--- src/rtl/pong_pkg.sv ---
// Shared encodings for the pong match controller: state codes, winner codes
// and serve-side values.
package pong_pkg;

  typedef enum logic [2:0] {
    ST_IDLE  = 3'd0,
    ST_SERVE = 3'd1,
    ST_PLAY  = 3'd2,
    ST_PAUSE = 3'd3,
    ST_OVER  = 3'd4
  } state_t;

  typedef enum logic [1:0] {
    WIN_NONE = 2'b00,
    WIN_P1   = 2'b01,
    WIN_P2   = 2'b10,
    WIN_DRAW = 2'b11
  } winner_t;

  localparam logic SIDE_P1 = 1'b0;
  localparam logic SIDE_P2 = 1'b1;

endpackage

--- src/rtl/frame_timer.sv ---
// Frame-tick delay counter for serve and game-over waits.
// Ports:
//   clk, reset   - clock, asynchronous active-high reset
//   load         - load counter with load_val (takes priority)
//   load_val     - value to load
//   en           - allow decrementing
//   tick         - frame tick; decrements while enabled and nonzero
//   zero         - counter is zero
module frame_timer (
  input  logic       clk,
  input  logic       reset,
  input  logic       load,
  input  logic [7:0] load_val,
  input  logic       en,
  input  logic       tick,
  output logic       zero
);

  logic [7:0] count;

  always_ff @(posedge clk or posedge reset) begin
    if (reset)
      count <= '0;
    else if (load)
      count <= load_val;
    else if (en && tick && (count != '0))
      count <= count - 8'd1;
  end

  assign zero = (count == '0);

endmodule

--- src/rtl/pong_match_ctrl.sv ---
// Pong match controller: sequences idle/serve/play/pause/game-over, keeps
// saturating scores and the ball budget, picks the serving side and winner.
// Ports:
//   clk, reset       - clock, asynchronous active-high reset
//   frame_tick       - one pulse per video frame
//   start, pause     - button levels (rising edges are events)
//   miss1, miss2     - player 1 / player 2 missed the ball (pulses)
//   gra_still        - freeze graphics (low only while playing)
//   state            - current state code
//   score1, score2   - player scores
//   balls_left       - balls remaining
//   winner           - 00 none, 01 P1, 10 P2, 11 draw
//   serve_side       - 0 = P1 serves, 1 = P2 serves
//   over_pulse       - one-cycle pulse on entering game over
module pong_match_ctrl
  import pong_pkg::*;
#(
  parameter int BALLS       = 3,
  parameter int SCORE_W     = 4,
  parameter int WIN_SCORE   = 5,
  parameter int MODE        = 0,
  parameter int WAIT_FRAMES = 120
) (
  input  logic               clk,
  input  logic               reset,
  input  logic               frame_tick,
  input  logic               start,
  input  logic               pause,
  input  logic               miss1,
  input  logic               miss2,
  output logic               gra_still,
  output logic [2:0]         state,
  output logic [SCORE_W-1:0] score1,
  output logic [SCORE_W-1:0] score2,
  output logic [7:0]         balls_left,
  output logic [1:0]         winner,
  output logic               serve_side,
  output logic               over_pulse
);

  localparam logic [SCORE_W-1:0] WIN_S  = WIN_SCORE[SCORE_W-1:0];
  localparam logic [7:0]         BALLS_B = BALLS[7:0];
  localparam logic [7:0]         WAIT_B  = WAIT_FRAMES[7:0];

  state_t             cur, state_n;
  winner_t            win_q, win_n;
  logic [SCORE_W-1:0] score1_n, score2_n;
  logic [7:0]         balls_n;
  logic               serve_n, over_n, still_n;
  logic               start_q, pause_q;
  logic               start_ev, pause_ev;
  logic               any_miss, game_end, load, timer_zero;

  assign start_ev = start & ~start_q;
  assign pause_ev = pause & ~pause_q;
  assign any_miss = miss1 | miss2;

  frame_timer u_timer (
    .clk      (clk),
    .reset    (reset),
    .load     (load),
    .load_val (WAIT_B),
    .en       ((cur == ST_SERVE) || (cur == ST_OVER)),
    .tick     (frame_tick),
    .zero     (timer_zero)
  );

  always_comb begin
    state_n  = cur;
    score1_n = score1;
    score2_n = score2;
    balls_n  = balls_left;
    win_n    = win_q;
    serve_n  = serve_side;
    over_n   = 1'b0;
    load     = 1'b0;
    game_end = 1'b0;
    case (cur)
      ST_IDLE:  if (start_ev) state_n = ST_PLAY;
      ST_PLAY: begin
        // A miss outranks a same-cycle pause event, which is simply dropped.
        if (any_miss) begin
          if (miss1 && !miss2 && (score2 != '1)) score2_n = score2 + 1'b1;
          if (miss2 && !miss1 && (score1 != '1)) score1_n = score1 + 1'b1;
          if (balls_left != '0) balls_n = balls_left - 8'd1;
          load = 1'b1;
          if (miss1 && miss2) serve_n = ~serve_side;
          else                serve_n = miss2 ? SIDE_P2 : SIDE_P1;
          if (MODE == 0) game_end = (balls_n == '0);
          else           game_end = (score1_n >= WIN_S) || (score2_n >= WIN_S);
          if (game_end) begin
            state_n = ST_OVER;
            over_n  = 1'b1;
            if (score1_n > score2_n)      win_n = WIN_P1;
            else if (score2_n > score1_n) win_n = WIN_P2;
            else                          win_n = WIN_DRAW;
          end else begin
            state_n = ST_SERVE;
          end
        end else if (pause_ev) begin
          state_n = ST_PAUSE;
        end
      end
      ST_PAUSE: if (pause_ev) state_n = ST_PLAY;
      ST_SERVE: if (start_ev && timer_zero) state_n = ST_PLAY;
      ST_OVER:  if (timer_zero) state_n = ST_IDLE;
      default:  state_n = ST_IDLE;
    endcase
    // Match bookkeeping is cleared on the same edge that enters idle so the
    // registered outputs already read zero while idle is shown.
    if (state_n == ST_IDLE) begin
      score1_n = '0;
      score2_n = '0;
      balls_n  = BALLS_B;
      win_n    = WIN_NONE;
    end
    still_n = (state_n != ST_PLAY);
  end

  always_ff @(posedge clk or posedge reset) begin
    if (reset) begin
      cur        <= ST_IDLE;
      score1     <= '0;
      score2     <= '0;
      balls_left <= BALLS_B;
      win_q      <= WIN_NONE;
      serve_side <= SIDE_P1;
      over_pulse <= 1'b0;
      gra_still  <= 1'b1;
      start_q    <= 1'b1;
      pause_q    <= 1'b1;
    end else begin
      cur        <= state_n;
      score1     <= score1_n;
      score2     <= score2_n;
      balls_left <= balls_n;
      win_q      <= win_n;
      serve_side <= serve_n;
      over_pulse <= over_n;
      gra_still  <= still_n;
      start_q    <= start;
      pause_q    <= pause;
    end
  end

  assign state  = cur;
  assign winner = win_q;

endmodule
--- config.mk ---
export PLATFORM = sky130hd
export DESIGN_NAME = pong_match_ctrl
export DESIGN_NICKNAME = d
export VERILOG_FILES = /design/src/rtl/pong_pkg.sv /design/src/rtl/frame_timer.sv /design/src/rtl/pong_match_ctrl.sv
export SDC_FILE = /design/constraint.sdc
export NUM_CORES = 1
export LEC_CHECK = 0
export BUFFER_PORTS_ARGS = -buffer_cell sky130_fd_sc_hd__buf_2
export CORE_MARGIN = 5
export CORE_UTILIZATION = 55
export CTS_CLUSTER_SIZE = 10
export DETAILED_ROUTE_END_ITERATION = 7
export PLACE_DENSITY_LB_ADDON = 0.3
export SLEW_MARGIN = 20
export SYNTH_ARGS = -nofsm -noshare
export SYNTH_HDL_FRONTEND = slang
export SYNTH_SLANG_ARGS = --single-unit
export TNS_END_PERCENT = 1
--- constraint.sdc ---
create_clock -name clk -period 2.67 [get_ports clk]
set_input_delay 0.4005 -clock clk [delete_from_list [all_inputs] [get_ports clk]]
set_output_delay 0.4005 -clock clk [all_outputs]
set_load 0.05 [all_outputs]
==> results of run 1 <==
==> cell usage after synthesis (4+ instances only) <==
master,number
buf_6,4
nand2b_1,4
a21oi_1,18
ha_1,9
xor2_1,5
nand4_1,6
nor3_1,7
nor2_1,25
xnor2_1,12
dfrtp_1,29
inv_1,11
nand3_1,5
nand2_1,16
nor2b_1,5
dfstp_2,5
o21ai_0,8
o21a_1,4
==> sequential cells by signal, summed over array words and instances (netlist names) <==
signal,cells
balls_left,8
u_timer.count,8
score1,4
score2,4
state,3
winner,2
gra_still,1
over_pulse,1
pause_q,1
serve_side,1
start_q,1
==> metrics by stage <==
stage | total power (W) | hold WS (ps)
2_1_floorplan | 0.00188 | 405
4_1_cts | 0.00258 | 207
3_3_place_gp | 0.00219 | 461
6_report | 0.00257 | 188
3_5_place_dp | 0.00221 | 473
5_1_grt | 0.00275 | 206
==> layout make-up <==
type | count | area share [%]
Tap cell | 50 | 2.46
Clock buffer | 8 | 3.15
Timing Repair Buffer | 38 | 8.77
Sequential cell | 34 | 33.8
Multi-Input combinational cell | 181 | 50.2
Inverter | 11 | 1.63
==> logic make-up after synthesis <==
kind of cell	after synthesis
compound gates	60
buf+inv	21
simple gates	91
flops	34
fa+ha+maj	9
xor+xnor	17
mux	4
==> worst register-to-register path: cells and delay by family (launching register included) <==
kind,cells,cell delay [ps]
compound gates,4,990
simple gates,1,450
flops,1,410
fa+ha+maj,1,290
buf+inv,2,220
==> power by group <==
group | leakage [nW] | switching (W) | internal, W
clock | 0.0395 | 0.000181 | 0.000185
sequential | 0.425 | 0.000146 | 0.000648
combinational | 0.668 | 0.000877 | 0.000535
==> per-layer routing <==
layer	track usage, %	wire, um	up-vias
li1	-	-	916
met1	27.5	2210	883
met2	32.2	2310	47
met3	4.59	262	8
met4	5.43	69	0
met5	0	0	-
==> worst max-delay path by stage <==
stage                                to  slack, ps           from
after floorplan               winner[0]         10      score2[0]
after global placement    balls_left[2]        220  balls_left[0]
after detailed placement      winner[0]        170          miss1
after CTS                 balls_left[3]        130  balls_left[0]
after global routing      balls_left[3]         30  balls_left[0]
final                     balls_left[3]        220  balls_left[0]
==> run metrics, run 1 <==
async set or reset register ratio after synthesis 100%; post-synthesis sequential area ratio a little under two fifths; DRT Pass-1 Iters 4; Crit Path Class flop to flop; crit-path max FO 17; WP buf/inv 2; chip width around 74 um; data arrival time of the critical path between 2000 and 3000 ps; fin util 63.9%; worst vdd ir 0.435 mV; Vias per Instance 5.76; HPWL after DPL ~3.5 mm; Post-CTS Setup Inserts 0; Tcrit/Tclk final between 90% and 100%; kind of cell adding the most delay to the critical path compound AO/OA/AOI/OAI gates; TNS Setup 0 ps; post-route cell area 2540 um^2; Synth top area share 32.2%; Yosys cell types 63; CTS Buffer Depth 2; Final Max Slew Viols 0; R2R depth 8; final cell count without fillers between 300 and 400; Routed WL 4.86 mm; RSZ-0062 raised after global routing false; max_slew headroom between 60% and 70%; number of H-tree levels 2; Compound-Gate Fraction of Synth Area roughly a fifth; TritonCTS Sinks 34; CP endpoint kind flop; Synth Flop Type dfrtp_1; Max Clock Skew between 7 and 8 ps; die area about 5500 um^2; number of port buffers 30; CTS tree built; FF+latch count, synth 34; FILL cells roughly 350; antenna viol nets, final 0; CTS resizes 0; mux cell area share after synthesis ~1.8%; startpoint types flop; Worst Tran Pin Value 594 ps; xor/xnor share of the synthesized area 6.61%; hold buffers post-CTS 0; Fmax roughly 410 MHz; crit-path cells inv_1 -> ha_2 -> or3b_4 -> o31ai_1 -> a41o_1 -> a21oi_4 -> buf_12 -> a311oi_1; largest family of logic cells by synthesized area simple AND/OR/NAND/NOR gates; PD cells 1010 nW/um^2; reg2reg end balls_left[3]; Final setup viols 0; Reg2Reg Setup Slack 220 ps; total number of vias about 1900; initial antenna violation count 0; static leakage 1.13 nW; DR iter-0 viols 170; area post-placement roughly 2400 um^2; GRT Total Usage 20.1%; Root Driver clkbuf_8; YS warnings 0; most common cell after layout, fill and taps aside buf_2; Cells after Synth ~240; min Tclk post-route about 2500 ps; PnR worst setup slack about 220 ps; ant diodes 0; # IOs 31; largest area contributor in the netlist dfrtp_1; vias in the first global route 1820; row cnt 23; status finished, final reports clean; Post-synth EDFFs 0; dpl cells approximately 310; multi-input logic area approximately 1300 um^2; Avg WL per Cell roughly 15 um; Mapped Nets around 250; Nets around 290; Layout area overhead 12.8%; max incr delay on CP 450 ps; WP data required between 2000 and 3000 ps; layout cells sized above 1 between 20% and 30%; Crit-path slowest cell or3b_4; GRT overflow 0; Crit Reg-Reg Startpoint balls_left[0]; most frequent cells in the layout buf_2, dfrtp_1, nor2_1; core area 3970 um^2; Reg area about 860 um^2; die height 74.0 um; CTS buffer count 5; Worst Hold Class primary input to async pin; MaxCap Viol Count 0; Clock transition at path regs ~70 ps; GPL Wtd Cong around 0.9; DRC violations left 0; largest net degree at the start of global routing 35; syn avg cell area approximately 9.5 um^2; synth top area cells dfrtp_1, dfstp_2, ha_1; Levels on crit path 8; first-pass GRT wire length ~8.5 mm; Syn Std Cell Area 2250 um^2; Starting Density a little under three fifths; Clock Latency Late Sink just under 300 ps; Hold Fails Final Rpt 0; Place WS roughly 170 ps; post-synthesis simple-gate area fraction between 20% and 30%; Adder-Cell Fraction of Synth Area about 5%
No activity file was read; power rests on OpenSTA's default activity.
==> inputs of run 2 (changes only) <==
- CORE_ASPECT_RATIO: not set -> 0.75
==> run 2 against run 1 <==
Against the previous run:
- utilization increased by 0.20 points
- sequential share of layout area decreased by 0.38 points
- non-clock buffer count increased by 1
- clock power increased by 14%
- sequential power increased by 0.5%
- critical endpoint is now balls_left[2]
- final area increased by 1.1%
==> run metrics, run 2 (synthesis gave the netlist of run 1 again) <==
status finished, final reports clean; largest net degree at the start of global routing 21 (-40%); PD cells 1020 nW/um^2 (+1.1%); GPL Wtd Cong 0.895 (-2.2%); Final setup viols 0 (unchanged); data arrival time of the critical path 2600 ps (-40 ps); die area 5490 um^2 (+0.23%); most common cell after layout, fill and taps aside buf_2; number of port buffers 30 (unchanged); vias in the first global route 1922 (+5.6%); Post-CTS Setup Inserts 0 (unchanged); startpoint types flop; CP endpoint kind flop; GRT overflow 0 (unchanged); CTS tree built; Reg2Reg Setup Slack 220 ps (about the same); Fmax 409 MHz (+0.30%); crit-path cells inv_1 -> ha_2 -> or3b_4 -> o311ai_4 -> a221oi_1 -> nand4_1 -> a21oi_4 -> buf_12 -> a311oi_1; DRT Pass-1 Iters 4 (unchanged); max_slew headroom 62.4% (+2.2 points); FILL cells 348 (unchanged); DR iter-0 viols 212 (+25%); Starting Density 56.2% (-0.46 points); Clock Latency Late Sink 300 ps (about the same); TNS Setup 0 ps (unchanged); worst vdd ir 0.537 mV (+24%); HPWL after DPL 3.65 mm (+4.9%); min Tclk post-route 2450 ps (-7.40 ps); PnR worst setup slack 224 ps (+7.40 ps); chip width 83.9 um (+13%); Layout area overhead 14.1%; GRT Total Usage 20.4% (+0.31 points); Nets 288 (+0.35%); max incr delay on CP 600 ps (+150 ps); # IOs 31 (unchanged); kind of cell adding the most delay to the critical path compound AO/OA/AOI/OAI gates; Vias per Instance 5.85 (+1.6%); Tcrit/Tclk final 91.6% (-0.28 points); crit-path max FO 17 (unchanged); WP data required 2830 ps (-30 ps); Hold Fails Final Rpt 0 (unchanged); most frequent cells in the layout buf_2, dfrtp_1, nor2_1; Max Clock Skew 13.1 ps (+5.44 ps); row cnt 20 (-13%); CTS buffer count 5 (unchanged); Crit-path slowest cell dfstp_2; CTS Buffer Depth 2 (unchanged); total number of vias 1919 (+3.5%); DRC violations left 0 (unchanged); Place WS 96.3 ps (-76.7 ps); TritonCTS Sinks 34 (unchanged); hold buffers post-CTS 0 (unchanged); R2R depth 9 (+1); reg2reg end balls_left[2]; WP buf/inv 2 (unchanged); die height 65.4 um (-12%); number of H-tree levels 2 (unchanged); Routed WL 5.22 mm (+7.5%); initial antenna violation count 0 (unchanged); MaxCap Viol Count 0 (unchanged); Worst Hold Class primary input to async pin; Crit Reg-Reg Startpoint balls_left[0]; Crit Path Class flop to flop; Worst Tran Pin Value 563 ps (-30.3 ps); RSZ-0062 raised after global routing false; core area 4000 um^2 (+0.82%); Clock transition at path regs 80 ps (about the same); ant diodes 0 (unchanged); Root Driver clkbuf_8; Largest regs balls_left x8, u_timer.count x8; Final Max Slew Viols 0 (unchanged); antenna viol nets, final 0 (unchanged); first-pass GRT wire length 8.79 mm (+3.7%); Avg WL per Cell 15.9 um (+5.6%); static leakage 1.15 nW (+1.2%); layout cells sized above 1 27.5% (+1.4 points)
## run 2: cell count changes in the layout (fill, tap and decap cells not counted)
| cell | before | now |
|---|---|---|
| clkinv_2 | 0 | 1 |
| clkinvlp_4 | 0 | 1 |
| clkbuf_8 | 5 | 6 |
| o311ai_1 | 0 | 1 |
| buf_4 | 7 | 8 |
| clkbuf_1 | 3 | 0 |
| o311ai_0 | 1 | 0 |
## run 2: worst max-delay path by stage
stage	start	endpoint	slack, ps	depth (start not counted)
2_1_floorplan	score2[0]	winner[0]	10	11
3_3_place_gp	miss1	winner[0]	190	11
3_5_place_dp	balls_left[0]	balls_left[2]	100	9
4_1_cts	balls_left[0]	balls_left[2]	80	9
5_1_grt	score2[1]	winner[0]	20	11
6_report	balls_left[0]	balls_left[2]	220	9
## run 2: stage by stage
stage / hold slack (ps) / utilization, % / instances / power [W] / cell area, um^2
after floorplan: 405 / - / 236 / 0.00188 / 2250
after global placement: 467 / 61.5 / 320 / 0.00219 / 2460
after detailed placement: 478 / 61.5 / 320 / 0.00221 / 2460
after CTS: 157 / 63.9 / 328 / 0.00263 / 2560
after global routing: 186 / 64.1 / 328 / 0.00281 / 2570
final: 134 / 64.1 / 328 / 0.00263 / 2570
## run 2: layout make-up
class                   instances  area [um^2]  area share [%]
clock buffers                   6         82.6            3.22
flip-flops and latches         34          858            33.4
inverters                      11         41.3            1.61
clock inverters                 2         12.5           0.487
well taps                      55         68.8            2.68
repair buffers                 39          230            8.97
multi-input cells             181         1270            49.6
## run 2: metal layers
| layer | vias up | global-route usage, % | share of wire (%) |
|---|---|---|---|
| li1 | 919 | - | - |
| met1 | 919 | 26.2 | 46 |
| met2 | 71 | 31.7 | 45 |
| met3 | 10 | 6.39 | 6.8 |
| met4 | 0 | 9.04 | 1.5 |
| met5 | - | 0 | 0 |
## run 2: where the power goes
group	switching [W]	leakage (nW)	internal, W
Sequential	0.000150	0.425	0.000647
Clock	0.000211	0.0472	0.000207
Combinational	0.000880	0.674	0.000535
Total	0.00124	1.15	0.00139
## run 2: what timing repair did
item | 4_1_cts | 5_1_grt
setup endpoints to repair | 0 | 17
endpoints found under the hold margin | 0 | 0
resized for setup | 0 | 5
==> inputs of run 3 (changes only) <==
- CORE_UTILIZATION: 55 -> 45
==> run 3 against run 2 <==
Against the previous run:
- highest routed layer unchanged
- sequential cell count stayed put
- critical endpoint is now winner[0]
- die area is 19% higher
- clock skew is 1.8 ps lower
- sequential share of layout area is essentially flat
- non-clock buffer count unchanged
- cell count is 1.5% higher
- critical path depth is 2 higher
- clock-buffer cell count rose by 1
- critical path type unchanged
- utilization decreased by 12 points
==> run metrics, run 3 (synthesis gave the netlist of run 1 again) <==
Routed WL 4.98 mm (-4.6%); Hold Fails Final Rpt 0 (unchanged); Reg2Reg Setup Slack 200 ps (-30 ps); WP buf/inv 0 (-2); reg2reg end winner[0]; GPL Wtd Cong 0.846 (-5.5%); CTS Buffer Depth 2 (unchanged); worst vdd ir 0.454 mV (-15%); HPWL after DPL 3.61 mm (-0.95%); vias in the first global route 1739 (-9.5%); row cnt 22 (+10%); RSZ-0062 raised after global routing false; startpoint types flop; Power Internal 0.00137 W (-1.8%); status finished, final reports clean; P_sw 0.00123 W (-1.2%); Place WS 141 ps (+45.1 ps); data arrival time of the critical path 2700 ps (+100 ps); Levels on crit path 11 (+2); max_slew headroom 53.2% (-9.2 points); Crit Reg-Reg Startpoint score2[0]; Clock transition at path regs 80 ps (about the same); clock power share 14.7% (-1.2 points); CP endpoint winner[0]; CTS tree built; TNS Setup 0 ps (unchanged); min Tclk post-route 2470 ps (+27.9 ps); total number of vias 1849 (-3.6%); Nets 288 (unchanged); Crit-path slowest cell dfrtp_1; static leakage 1.14 nW (-0.66%); layout cells sized above 1 26.4% (-1.1 points); post-route cell area 2560 um^2 (-0.24%); ant diodes 0 (unchanged); Fmax 404 MHz (-1.1%); Avg WL per Cell 15.0 um (-6.0%); crit path from score2[0]; Largest regs balls_left x8, u_timer.count x8; area post-placement 2470 um^2 (+0.25%); WP data required 2900 ps (+70 ps); number of H-tree levels 2 (unchanged); GRT overflow 0 (unchanged); max incr delay on CP 450 ps (-150 ps); Root Driver clkbuf_8; CTS buffer count 5 (unchanged); Crit Path Class flop to flop; Clock Latency Late Sink 300 ps (about the same); crit-path max FO 5 (-12); number of port buffers 30 (unchanged); die area 6530 um^2 (+19%); Comb pwr share 53.9% (about the same); Final Max Slew Viols 0 (unchanged); FILL cells 455 (+31%); sequential share of power 31.3% (+1.0 points); most frequent cells in the layout buf_2, dfrtp_1, nor2_1; MaxCap Viol Count 0 (unchanged); largest net degree at the start of global routing 20 (-4.8%); CP endpoint kind flop; core area 4870 um^2 (+22%); die height 71.3 um (+8.9%); DRC violations left 0 (unchanged); Worst Hold Slack 200 ps (+66.3 ps); # IOs 31 (unchanged); Post-CTS Setup Inserts 0 (unchanged); Vias per Instance 5.55 (-5.1%); crit-path cells ha_1 -> nand3_1 -> nand2_1 -> mux2_2 -> ha_1 -> nor2b_1 -> o21a_1 -> o21a_1 -> o21ai_0 -> mux2i_1 -> nor2_1; Tcrit/Tclk final 92.6% (+1.0 points); PnR worst setup slack 196 ps (-27.9 ps); TritonCTS Sinks 34 (unchanged); initial antenna violation count 0 (unchanged); switching power share of the total 47.3% (+0.14 points); Worst Hold Class primary input to async pin; DRT Pass-1 Iters 4 (unchanged); Worst Tran Pin Value 702 ps (+138 ps); DR iter-0 viols 119 (-44%); R2R depth 11 (+2); kind of cell adding the most delay to the critical path adder cells; chip width 91.7 um (+9.3%); Layout area overhead 13.8%; Starting Density 46.2% (-10 points); PD cells 1010 nW/um^2 (-1.3%); most common cell after layout, fill and taps aside buf_2; antenna viol nets, final 0 (unchanged); first-pass GRT wire length 8.51 mm (-3.2%); Max Clock Skew 11.3 ps (-1.79 ps); Final setup viols 0 (unchanged); GRT Total Usage 16.1% (-4.2 points); fin util 52.6% (-12 points)
run 3: worst reg2reg max path, delay by kind of cell (launching register included):
kind	cells	cell delay, ps
AO/OA/AOI/OAI	3	500
flip-flops	1	450
multiplexers	2	460
adder cells (fa/ha/maj)	2	530
AND/OR/NAND/NOR	4	480
run 3: how the worst min path moves through the flow:
stage	startpoint	to	slack [ps]	cells after the start
after floorplan	pause	pause_q	400	0
after global placement	serve_side	serve_side	460	1
after detailed placement	serve_side	serve_side	470	1
after CTS	pause	pause_q	200	1
after global routing	pause	pause_q	200	1
final	reset	u_timer.count[2]	200	2
run 3: final cells by class:
type | instances | area [um^2] | area share, %
Clock inverter | 1 | 7.51 | 0.293
Tap cell | 60 | 75.1 | 2.93
Clock buffer | 7 | 76.3 | 2.98
Multi-Input combinational cell | 181 | 1270 | 49.7
Inverter | 11 | 41.3 | 1.61
Timing Repair Buffer | 39 | 230 | 8.99
Sequential cell | 34 | 857 | 33.5
run 3: what timing repair did:
item,in CTS,in global routing
setup endpoints to repair,0,18
hold buffers,0,0
gates resized for setup,0,2
run 3: power groups by stage:
stage	Combinational, W	Sequential [W]	Clock [W]
finish	0.00140	0.000811	0.000382
global route	0.00152	0.000834	0.000416
CTS	0.00140	0.000809	0.000391
detailed placement	0.00140	0.000816	0
global placement	0.00138	0.000813	0
floorplan	0.000831	0.00105	0
run 3: per-layer routing:
layer  vias up  share of wire (%)  track usage, %
met1       875                 50            23.6
met5         -                  0               0
met4         0                1.2            7.02
met3         9                5.7            3.78
li1        920                  -               -
met2        45                 43            22.7
run 3: metrics by stage:
stage / power, W / instances
final: 0.00259 / 333
after global routing: 0.00277 / 333
after CTS: 0.00260 / 333
after detailed placement: 0.00221 / 325
after global placement: 0.00220 / 325
after floorplan: 0.00188 / 236
